<file path="config.mk">
export PLATFORM = sky130hd
export DESIGN_NAME = uart_tx_frame_arbiter
export DESIGN_NICKNAME = d
export VERILOG_FILES = /design/src/rtl/uart_tx_frame_arbiter_pkg.sv /design/src/rtl/uart_tx_frame_arbiter_rr_arbiter.sv /design/src/rtl/uart_tx_frame_arbiter.sv
export SDC_FILE = /design/constraint.sdc
export NUM_CORES = 1
export LEC_CHECK = 0
export CAP_MARGIN = 20
export CORE_ASPECT_RATIO = 1.4
export CORE_UTILIZATION = 45
export CTS_CLUSTER_SIZE = 30
export DETAILED_ROUTE_END_ITERATION = 6
export DONT_BUFFER_PORTS = 1
export SKIP_CTS_REPAIR_TIMING = 1
export SLEW_MARGIN = 20
export SYNTH_ARGS = -nofsm -noshare
export SYNTH_HDL_FRONTEND = slang
export SYNTH_SLANG_ARGS = --single-unit
</file>
<file path="constraint.sdc">
create_clock -name CLK -period 3 [get_ports CLK]
set_input_delay 0.6 -clock CLK [delete_from_list [all_inputs] [get_ports CLK]]
set_output_delay 0.6 -clock CLK [all_outputs]
set_load 0.02 [all_outputs]
</file>
<file path="src/rtl/uart_tx_frame_arbiter_pkg.sv">
// Shared definitions for the UART TX frame arbiter: frame layout, FSM encoding and checksum.
package uart_tx_frame_arbiter_pkg;

    localparam logic [7:0] HEADER_DEFAULT = 8'hA5;
    localparam int         FRAME_LEN      = 5;

    typedef logic [2:0] state_t;

    localparam state_t ST_IDLE = 3'd0;
    localparam state_t ST_HDR  = 3'd1;
    localparam state_t ST_ID   = 3'd2;
    localparam state_t ST_PH   = 3'd3;
    localparam state_t ST_PL   = 3'd4;
    localparam state_t ST_CS   = 3'd5;
    localparam state_t ST_GAP  = 3'd6;

    function automatic logic [7:0] frame_csum(input logic [7:0] hdr,
                                              input logic [7:0] id,
                                              input logic [7:0] ph,
                                              input logic [7:0] pl);
        return hdr ^ id ^ ph ^ pl;
    endfunction

endpackage

</file>
<file path="src/rtl/uart_tx_frame_arbiter_rr_arbiter.sv">
// Combinational round-robin picker: first set request at or after ptr, wrapping at N-1 -> 0.
module rr_arbiter #(
    parameter int N = 4,
    localparam int IW = $clog2(N)
) (
    input  logic [N-1:0]  req,
    input  logic [IW-1:0] ptr,
    output logic [N-1:0]  gnt,
    output logic [IW-1:0] idx,
    output logic          valid
);

    int j;

    always_comb begin
        gnt   = '0;
        idx   = '0;
        valid = 1'b0;
        j     = 0;
        for (int k = 0; k < N; k++) begin
            j = int'(ptr) + k;
            if (j >= N) begin
                j = j - N;
            end
            if (!valid && req[j]) begin
                valid  = 1'b1;
                idx    = IW'(j);
                gnt[j] = 1'b1;
            end
        end
    end

endmodule

</file>
<file path="src/rtl/uart_tx_frame_arbiter.sv">
// Round-robin arbiter that serialises one granted requester at a time into a 5-byte frame
// (HEADER, ID, PAY_HI, PAY_LO, CSUM) onto a FIFO write port, honouring FIFO_FULL per byte.
module uart_tx_frame_arbiter
    import uart_tx_frame_arbiter_pkg::*;
#(
    parameter int         N_REQ      = 4,
    parameter logic [7:0] HEADER     = HEADER_DEFAULT,
    parameter int         GAP_CYCLES = 0
) (
    input  logic                 CLK,
    input  logic                 RST,
    input  logic [N_REQ-1:0]     REQ,
    input  logic [16*N_REQ-1:0]  PAYLOAD,
    output logic [N_REQ-1:0]     GNT,
    input  logic                 FIFO_FULL,
    output logic                 WR_EN,
    output logic [7:0]           DATA,
    output logic                 BUSY
);

    localparam int IW = $clog2(N_REQ);

    state_t           state;
    logic [IW-1:0]    rr_ptr;
    logic [IW-1:0]    id_q;
    logic [15:0]      pay_q;
    logic [7:0]       gap_cnt;
    logic [N_REQ-1:0] gnt_q;

    logic [N_REQ-1:0] arb_gnt;
    logic [IW-1:0]    arb_idx;
    logic             arb_valid;
    logic             byte_state;
    logic [7:0]       id_byte;

    rr_arbiter #(.N(N_REQ)) u_rr (
        .req   (REQ),
        .ptr   (rr_ptr),
        .gnt   (arb_gnt),
        .idx   (arb_idx),
        .valid (arb_valid)
    );

    assign id_byte    = {{(8-IW){1'b0}}, id_q};
    assign byte_state = (state >= ST_HDR) && (state <= ST_CS);
    // A byte is consumed on every edge where WR_EN is high; FIFO_FULL just freezes the FSM.
    assign WR_EN      = byte_state & ~FIFO_FULL;
    assign BUSY       = (state != ST_IDLE);
    assign GNT        = gnt_q;

    always_comb begin
        DATA = '0;
        case (state)
            ST_HDR:  DATA = HEADER;
            ST_ID:   DATA = id_byte;
            ST_PH:   DATA = pay_q[15:8];
            ST_PL:   DATA = pay_q[7:0];
            ST_CS:   DATA = frame_csum(HEADER, id_byte, pay_q[15:8], pay_q[7:0]);
            default: DATA = '0;
        endcase
    end

    always_ff @(posedge CLK or negedge RST) begin
        if (!RST) begin
            state   <= ST_IDLE;
            rr_ptr  <= '0;
            id_q    <= '0;
            pay_q   <= '0;
            gap_cnt <= '0;
            gnt_q   <= '0;
        end else begin
            gnt_q <= '0;
            case (state)
                ST_IDLE: begin
                    if (arb_valid) begin
                        gnt_q  <= arb_gnt;
                        id_q   <= arb_idx;
                        pay_q  <= PAYLOAD[16*arb_idx +: 16];
                        rr_ptr <= (arb_idx == IW'(N_REQ-1)) ? '0 : arb_idx + 1'b1;
                        state  <= ST_HDR;
                    end
                end
                ST_HDR: if (WR_EN) state <= ST_ID;
                ST_ID:  if (WR_EN) state <= ST_PH;
                ST_PH:  if (WR_EN) state <= ST_PL;
                ST_PL:  if (WR_EN) state <= ST_CS;
                ST_CS: begin
                    if (WR_EN) begin
                        if (GAP_CYCLES > 0) begin
                            gap_cnt <= 8'(GAP_CYCLES - 1);
                            state   <= ST_GAP;
                        end else begin
                            state <= ST_IDLE;
                        end
                    end
                end
                ST_GAP: begin
                    if (gap_cnt == 8'd0) begin
                        state <= ST_IDLE;
                    end else begin
                        gap_cnt <= gap_cnt - 8'd1;
                    end
                end
                default: state <= ST_IDLE;
            endcase
        end
    end

endmodule

</file>
# Yosys cells after proc, flatten, opt, wreduce, memory -nomap -nowiden
# Cells that the tools add are included.
[word_totals]
ff_bits = 35
output_inout_bits = 14
inputBits = 71
[classes]
shifts = 1
addsub = 9
bitwise = 9
n_eq_ne = 14
n_reduce_logical = 17
order_cmp = 14
mux = 48
[ops]
columns = ["cell", "count"]
rows = [
  ["greater-or-equal comparator 32 x 1 -> 1 bit, second input constant", 4],
  ["< comparator 32 x 4 -> 1 bit, second input constant", 4],
  ["two-way mux 32 bit", 4],
  ["greater-or-equal comparator 32 x 4 -> 1 bit, second input constant", 3],
  ["subtractor 32 x 4 -> 32 bit, second input constant", 3],
  ["indexed part select 64 x 7 -> 16 bit", 1],
  ["one-hot mux 8 bit (5 select lines)", 1],
  ["two-way mux 4 bit", 6],
  ["two-way mux 3 bit", 7],
  ["one-hot mux 3 bit (7 select lines)", 1],
  ["two-way mux 1 bit", 16],
  ["bitwise XOR 8 bit", 2],
  ["inequality test 2 bit, second input constant", 7],
  ["OR 4 bit", 3],
  ["two-way mux 2 bit", 5],
  ["== test 3 bit, second input constant", 3],
  ["binary-select mux 1 bit (select 2 bit)", 4],
  ["demux 1 bit (select 2 bit)", 4],
  ["logical AND 1 bit", 8],
  ["logical NOT 8 bit", 1],
  ["subtractor 8 x 1 -> 8 bit, second input constant", 1],
  ["AND reduction 7 bit", 1],
  ["adder 2 x 2 -> 3 bit, second input constant", 2],
  ["== test 3 x 2 -> 1 bit, second input constant", 2],
  ["15 further kinds", 19],
]

# Logic depth before layout (Yosys ltp)
# Gate-level depths: netlist of run 1.
[logic_depth]
depth_word = 17
depth_mapped = 12
mapped_depth_nobuf = 7

# By module
# Synthesis of run 1 repeated with hierarchy kept, for this count alone.
[unflattened]
cells_unflattened = 228
hier_area_um2 = 2717.6
[by_module_without_submodules]
columns = ["module", "instances", "area_per_inst_um2", "cells_per_inst"]
rows = [
  ["uart_tx_frame_arbiter", 1, 2257.2, 180],
  ["rr_arbiter", 1, 460.4, 48],
]

# Worst setup path after synthesis of run 1
# Ideal clock, no wire load.
[synth_timing]
path_type = "flip-flop to flip-flop"
start = "reg rr_ptr[0]"
end = "reg pay_q[0]"
setup_ps = 132
slack_ps = 59
t_arrival_ps = 2809
required_ps = 2868
path_stages_with_launch = 12
cell_sequence = "dfrtp_1 > clkbuf_1 > inv_1 > ha_1 > buf_2 > mux2_2 > a221o_1 > o21ai_1 > buf_4 > buf_4 > mux2i_1 > o221ai_2"
[synth_between]
elab_chain_cells = 16
elab_cells_between_ends = 43
classes_between = "add/sub: 7; order compare: 4; shift: 1; mux: 24; reduce/logical: 7"
[synth_rtl]
columns = ["element", "line_no", "rtl"]
rows = [
  ["from (decl)", "uart_tx_frame_arbiter.sv:24", "logic [IW-1:0] rr_ptr;"],
  ["from (signal assigned)", "uart_tx_frame_arbiter.sv:79", "rr_ptr <= (arb_idx == IW'(N_REQ-1)) ? '0 : arb_idx + 1'b1;"],
  ["parallel branches: the longest is 16 deep, another holds subtractor 32 x 4 -> 32 bit", "-", ""],
  ["to (signal assigned)", "uart_tx_frame_arbiter.sv:78", "pay_q <= PAYLOAD[16*arb_idx +: 16];"],
  ["to (decl)", "uart_tx_frame_arbiter.sv:26", "logic [15:0] pay_q;"],
]
# Several ways; the timed one is not identified. The select of a mux whose other input is x is not followed.
# A chain may end at the register's enable or synchronous reset.

# Final worst setup path of run 1
[layout_timing]
start = "reg rr_ptr[0]"
end = "reg pay_q[5]"
# Same word-level chain as after synthesis.

==> metrics, run 1 <==
final setup fails 0; CTS Buf Count 5; area of the core 5860 µm²; HP Class in -> async; routability congestion estimate 0.868; min cycle time layout 2670 ps; reg-to-reg setup timing slack 330 ps; first-pass GRT wire length ~9300 µm; Slew HR 0.522; vias in the first global route about 2,000; NetSw 1690 µW; FF-to-FF Start rr_ptr[0]; Hold Worst Slack 137 ps; total wire length 5680 µm; drt first-iter violations ~130; worst endpoint required time 3150 ps; clk_lat worst skew between 200 and 300 ps; CTS tree yes; CTS Buffer Depth 2; Max Fclk 0.374 GHz; Vias 2,104; CTS root buffer clkbuf_8; GR Util met3 0.0352; DRC Markers 0; status complete, no violations; clk sink count 35; antenna diode count 0; met2 GRT Util 0.311; main flop type after synthesis dfrtp_1; largest area contributor in the netlist dfrtp_1; Die ar. 6370 µm²; die width just under 70 µm; synth warn 0; Clock power frac 0.118; Synth top area share 0.322; initial core utilization 0.465; largest net degree at the start of global routing 36; gr usage total 0.192; Slew Limit Fails 0; Gate power share 0.659; Avg Cell Area, Syn approximately 9.7 µm²; Fill cells 563; Critical Path Source rr_ptr[0]; Mapped Cells between 200 and 300; Worst Setup EP pay_q[5]; ranking of synthesized cells by area dfrtp_1 (32%), mux2i_1 (15%), o221ai_2 (5.5%), nand2_1 (5.1%), ha_1 (3.7%); Tcrit/Tclk final 0.892; Arrival @ worst endpoint 2820 ps; Layout Nets roughly 360; #FFs+latches synth 35; Unique masters post-synth 47; share of cells above drive strength 1 0.155; I/O Pins 85; Reg2Reg Depth 7; hpwl dp roughly 4100 µm; most frequent cell after synthesis mux2i_1; # H-tree levels 2; Most Crowded Layer GR met2; Cell Int Power 1950 µW; Worst VDD drop between 1 and 1.5 mV; Async SR Flop Fraction 1.00; Flop pwr share 0.223; switching part of the total power 0.464; drt pass-1 iters 4; TNS Setup 0 ps; Layout Skew 9.77 ps; PwrDens 1240 nW/µm²; Overflow after GRT 0; IO Port Bufs 0; met1 GRT Util 0.243; Max FO, Critical Path 17; r2r endpoint pay_q[5]; Clk pin slew, worst setup/hold paths roughly 80 ps; die height 94.1 µm; post-DR vias/cell 5.94; Power Total about 3600 µW; Routed wire per std cell 16.1 µm; Synth-to-Final Area Change 7.67%; Worst setup SP type flop; Commonest cells post-synth mux2i_1 (40), nand2_1 (37), dfrtp_1 (35); register area share after synthesis 0.322; initial antenna violation count 0; Std-Cell Rows 33; unrepaired setup endpoints after global routing no; final antenna-violating net count 0; crit path kind reg -> reg; cell leakage power roughly 0.0013 µW; Post-synth EDFFs 0; worst-margin pin slew 717 ps; Mapped Area 2720 µm²; final-report hold violation count 0; Mapped Nets 360; max-cap viol count 0; endpoint class of the critical path flop
[critical path: stages (launching register included)]
cell      delay, ps
dfrtp_1         350
inv_1            90
ha_1            490
mux4_2          440
nor3_1          200
a21o_1          180
a21o_1          560
o221ai_1        220
[final cells by class]
cell class | instances | area, µm² | share of cell area
clock buffers | 5 | 68.8 | 0.0235
clock inverters | 3 | 43.8 | 0.0149
inverters | 9 | 33.8 | 0.0115
multi-input cells | 217 | 1690 | 0.575
flip-flops and latches | 35 | 876 | 0.299
well taps | 70 | 87.6 | 0.0299
repair buffers | 15 | 138 | 0.0469
[power by group through the flow]
stage / logic [µW] / registers, µW / clock network (µW)
global placement: 2370 / 814 / 0
finish: 2400 / 812 / 429
CTS: 2410 / 809 / 440
floorplan: 1970 / 806 / 0
global route: 2650 / 834 / 458
detailed placement: 2410 / 818 / 0
[state kept, by name, indices dropped and copies added (netlist names)]
| name | flops |
|---|---|
| pay_q | 16 |
| gap_cnt | 8 |
| GNT | 4 |
| state | 3 |
| id_q | 2 |
| rr_ptr | 2 |
[cell usage in the layout (no fill, tap or decap), types with 2 or more instances in the layout]
| master | netlist | routed |
|---|---|---|
| and3_1 | 2 | 2 |
| o21ai_0 | 8 | 8 |
| mux4_2 | 2 | 2 |
| o211ai_1 | 3 | 3 |
| xnor2_1 | 11 | 11 |
| o221ai_2 | 10 | 10 |
| a21boi_0 | 2 | 2 |
| buf_12 | 0 | 2 |
| buf_4 | 3 | 13 |
| nor2_1 | 8 | 8 |
| a221o_1 | 2 | 2 |
| and2_1 | 4 | 4 |
| o221ai_1 | 6 | 6 |
| ha_1 | 8 | 8 |
| nand2_1 | 37 | 37 |
| a21o_1 | 4 | 4 |
| nand3_1 | 12 | 12 |
| mux2_2 | 3 | 3 |
| o22ai_1 | 5 | 5 |
| nor3b_1 | 2 | 2 |
| dfrtp_1 | 35 | 35 |
| o31ai_1 | 4 | 4 |
| xor2_1 | 4 | 4 |
| clkbuf_8 | 0 | 5 |
| a22o_1 | 4 | 4 |
| inv_1 | 8 | 8 |
| mux2i_1 | 40 | 40 |
| a21oi_1 | 16 | 16 |
| nor3_1 | 5 | 5 |
[through the flow]
step | util | setup WS [ps] | cell area [µm²] | std cells
after global placement | 0.478 | 366 | 2800 | 345
after global routing | 0.500 | 112 | 2930 | 354
after CTS | 0.497 | 292 | 2910 | 353
after floorplan | - | 59.0 | 2720 | 281
after detailed placement | 0.478 | 292 | 2800 | 345
final | 0.500 | 325 | 2930 | 354
[cells by family after synthesis]
family | count (synthesis) | synth area share
AND/OR/NAND/NOR | 80 | 0.142
AO/OA/AOI/OAI | 68 | 0.202
multiplexers | 46 | 0.186
flip-flops | 35 | 0.322
buffers and inverters | 29 | 0.0638
XOR/XNOR | 15 | 0.0482
adder cells (fa/ha/maj) | 8 | 0.0367
[routing by layer]
metal	wire length [µm]	vias to the layer above
met4	126	0
met3	249	9
met2	2790	55
met1	2520	1001
li1	-	1039
met5	0	-
[how the worst min path moves through the flow]
stage	start	cells past startpoint	endpoint
after floorplan	RST	0	GNT[0]
after global placement	RST	0	gap_cnt[3]
after detailed placement	RST	0	gap_cnt[2]
after CTS	RST	0	pay_q[6]
after global routing	RST	1	pay_q[3]
final	RST	1	gap_cnt[7]
Note: power is estimated with default switching activity, not from simulation.
==> inputs of run 2 (changes only) <==
--- a/config.mk
+++ b/config.mk
@@ -5,9 +5,9 @@
 export SDC_FILE = /design/constraint.sdc
 export NUM_CORES = 1
 export LEC_CHECK = 0
-export CAP_MARGIN = 20
+export CAP_MARGIN = 25
 export CORE_ASPECT_RATIO = 1.4
-export CORE_UTILIZATION = 45
+export CORE_UTILIZATION = 30
 export CTS_CLUSTER_SIZE = 30
 export DETAILED_ROUTE_END_ITERATION = 6
 export DONT_BUFFER_PORTS = 1
==> metrics, run 2 (synthesis gave the netlist of run 1 again) <==
gr usage total 0.143 (was 0.192); crit path kind reg -> out (was reg -> reg); final core occ 0.345 (was 0.500); max reg flops 16 (unchanged); CTS Buffer Depth 2 (unchanged); largest net degree at the start of global routing 36 (unchanged); FF-to-FF Start rr_ptr[0] (unchanged); Routed wire per std cell 16.1 µm (about the same); Arrival @ worst endpoint 2200 ps (was 2820 ps); pre-CTS setup slack 268 ps (was 292 ps); Worst VDD drop 0.478 mV (was 1.12 mV); final antenna-violating net count 0 (unchanged); DRC Markers 0 (unchanged); drt pass-1 iters 4 (unchanged); I/O Pins 85 (unchanged); area of the multi-input gates 1690 µm² (unchanged); die height 115 µm (was 94.1 µm); Max Fclk 0.357 GHz (was 0.374 GHz); hpwl dp 4700 µm (was 4130 µm); routability congestion estimate 0.809 (was 0.868); post-DR vias/cell 5.53 (was 5.94); Register Area 876 µm² (unchanged); Hold Worst Slack 17.5 ps (was 137 ps); clk sink count 35 (unchanged); max-cap viol count 0 (unchanged); initial antenna violation count 0 (unchanged); Vias 2,133 (was 2,104); share of cells above drive strength 1 0.146 (was 0.155); Fill cells 944 (was 563); Std-Cell Rows 40 (was 33); Clk pin slew, worst setup/hold paths 50 ps (was 80 ps); worst endpoint required time 2400 ps (was 3150 ps); min cycle time layout 2800 ps (was 2670 ps); Die ar. 9470 µm² (was 6370 µm²); Layout Nets 359 (was 362); PwrDens 1270 nW/µm² (was 1240 nW/µm²); CTS Buf Count 5 (unchanged); IO Port Bufs 0 (unchanged); commonest non-fill, non-tap cell in the layout mux2i_1 (unchanged); Synth-to-Final Area Change 10.2% (was 7.67%); Slew HR 0.516 (was 0.522); Reg with most FFs pay_q (unchanged); first-pass GRT wire length 10,200 µm (was 9250 µm); Slew Limit Fails 0 (unchanged); die width 82.5 µm (was 67.8 µm); vias in the first global route 2,062 (was 1,993); Layout Skew 5.20 ps (was 9.77 ps); TNS Setup 0 ps (unchanged); initial core utilization 0.313 (was 0.465); CTS tree yes (unchanged); Setup WS post-layout 201 ps (was 325 ps); HP Class in -> async (unchanged); status complete, no violations (unchanged); Worst setup SP type flop (unchanged); # H-tree levels 2 (unchanged); endpoint class of the critical path primary output (was flop); Tcrit/Tclk final 0.933 (was 0.892); most frequent cells in the layout mux2i_1 (40), nand2_1 (37), dfrtp_1 (35), a21oi_1 (16), nand3_1 (12) (was mux2i_1 (40), nand2_1 (37), dfrtp_1 (35), a21oi_1 (16), buf_4 (13)); antenna diode count 0 (unchanged); unrepaired setup endpoints after global routing no (unchanged); cell leakage power 0.00129 µW (was 0.00128 µW); Max FO, Critical Path 15 (was 17); final-report hold violation count 0 (unchanged); reg-to-reg setup timing slack 300 ps (was 330 ps); Critical Path Source state[2] (was rr_ptr[0]); Overflow after GRT 0 (unchanged); drt first-iter violations 115 (was 133); worst-margin pin slew 726 ps (was 717 ps); clk_lat worst skew 280 ps (was 290 ps); CTS root buffer clkbuf_16 (was clkbuf_8); final setup fails 0 (unchanged); area of the core 8710 µm² (was 5860 µm²); total wire length 6230 µm (was 5680 µm)
-- run 2: metal layers --
metal	track usage	share of wire
met1	0.182	0.44
met2	0.223	0.49
met3	0.0317	0.041
met4	0.0736	0.033
met5	0	0
-- run 2: path summary, 6_finish.rpt --
kind,end,depth (start not counted)
setup / recovery,DATA[2],5
setup reg to reg,pay_q[12],7
hold / removal,pay_q[15],0
max in group asynchronous,gap_cnt[2],0
hold reg to reg,gap_cnt[5],1
min in group CLK,gap_cnt[5],1
-- run 2: metrics by stage --
step                instances  area (µm²)  total power (µW)
detailed placement        378        2830              3240
floorplan                 281        2720              2780
global route              386        3000              4120
finish                    386        3000              3820
global placement          378        2830              3180
CTS                       386        3000              3860
-- run 2: report_power, final --
group / total [µW] / internal [µW] / switching, µW
clock: 603 / 413 / 190
sequential: 859 / 656 / 203
combinational: 2360 / 1030 / 1320
total: 3820 / 2100 / 1720
-- run 2: final cells by class --
type,count,area share
clock inverter,2,0.0117
inverter,9,0.0113
multi-input combinational,217,0.561
clock buffer,6,0.0462
timing repair buffer,12,0.0342
tap,105,0.0438
sequential,35,0.292
-- run 2: worst max-delay path, stage by stage (launching register included) --
cell and delay (ps):
dfrtp_1 630, inv_1 220, ha_1 500, a21oi_1 100, o21ai_0 270, buf_4 200
==> inputs of run 3 (changes only) <==
--- a/config.mk
+++ b/config.mk
@@ -8,6 +8,7 @@
 export CAP_MARGIN = 25
 export CORE_ASPECT_RATIO = 1.4
 export CORE_UTILIZATION = 30
+export CTS_CLUSTER_DIAMETER = 40
 export CTS_CLUSTER_SIZE = 30
 export DETAILED_ROUTE_END_ITERATION = 6
 export DONT_BUFFER_PORTS = 1
==> results of run 3 <==
No change in the layout: final DEF, timing and power equal those of run 2.
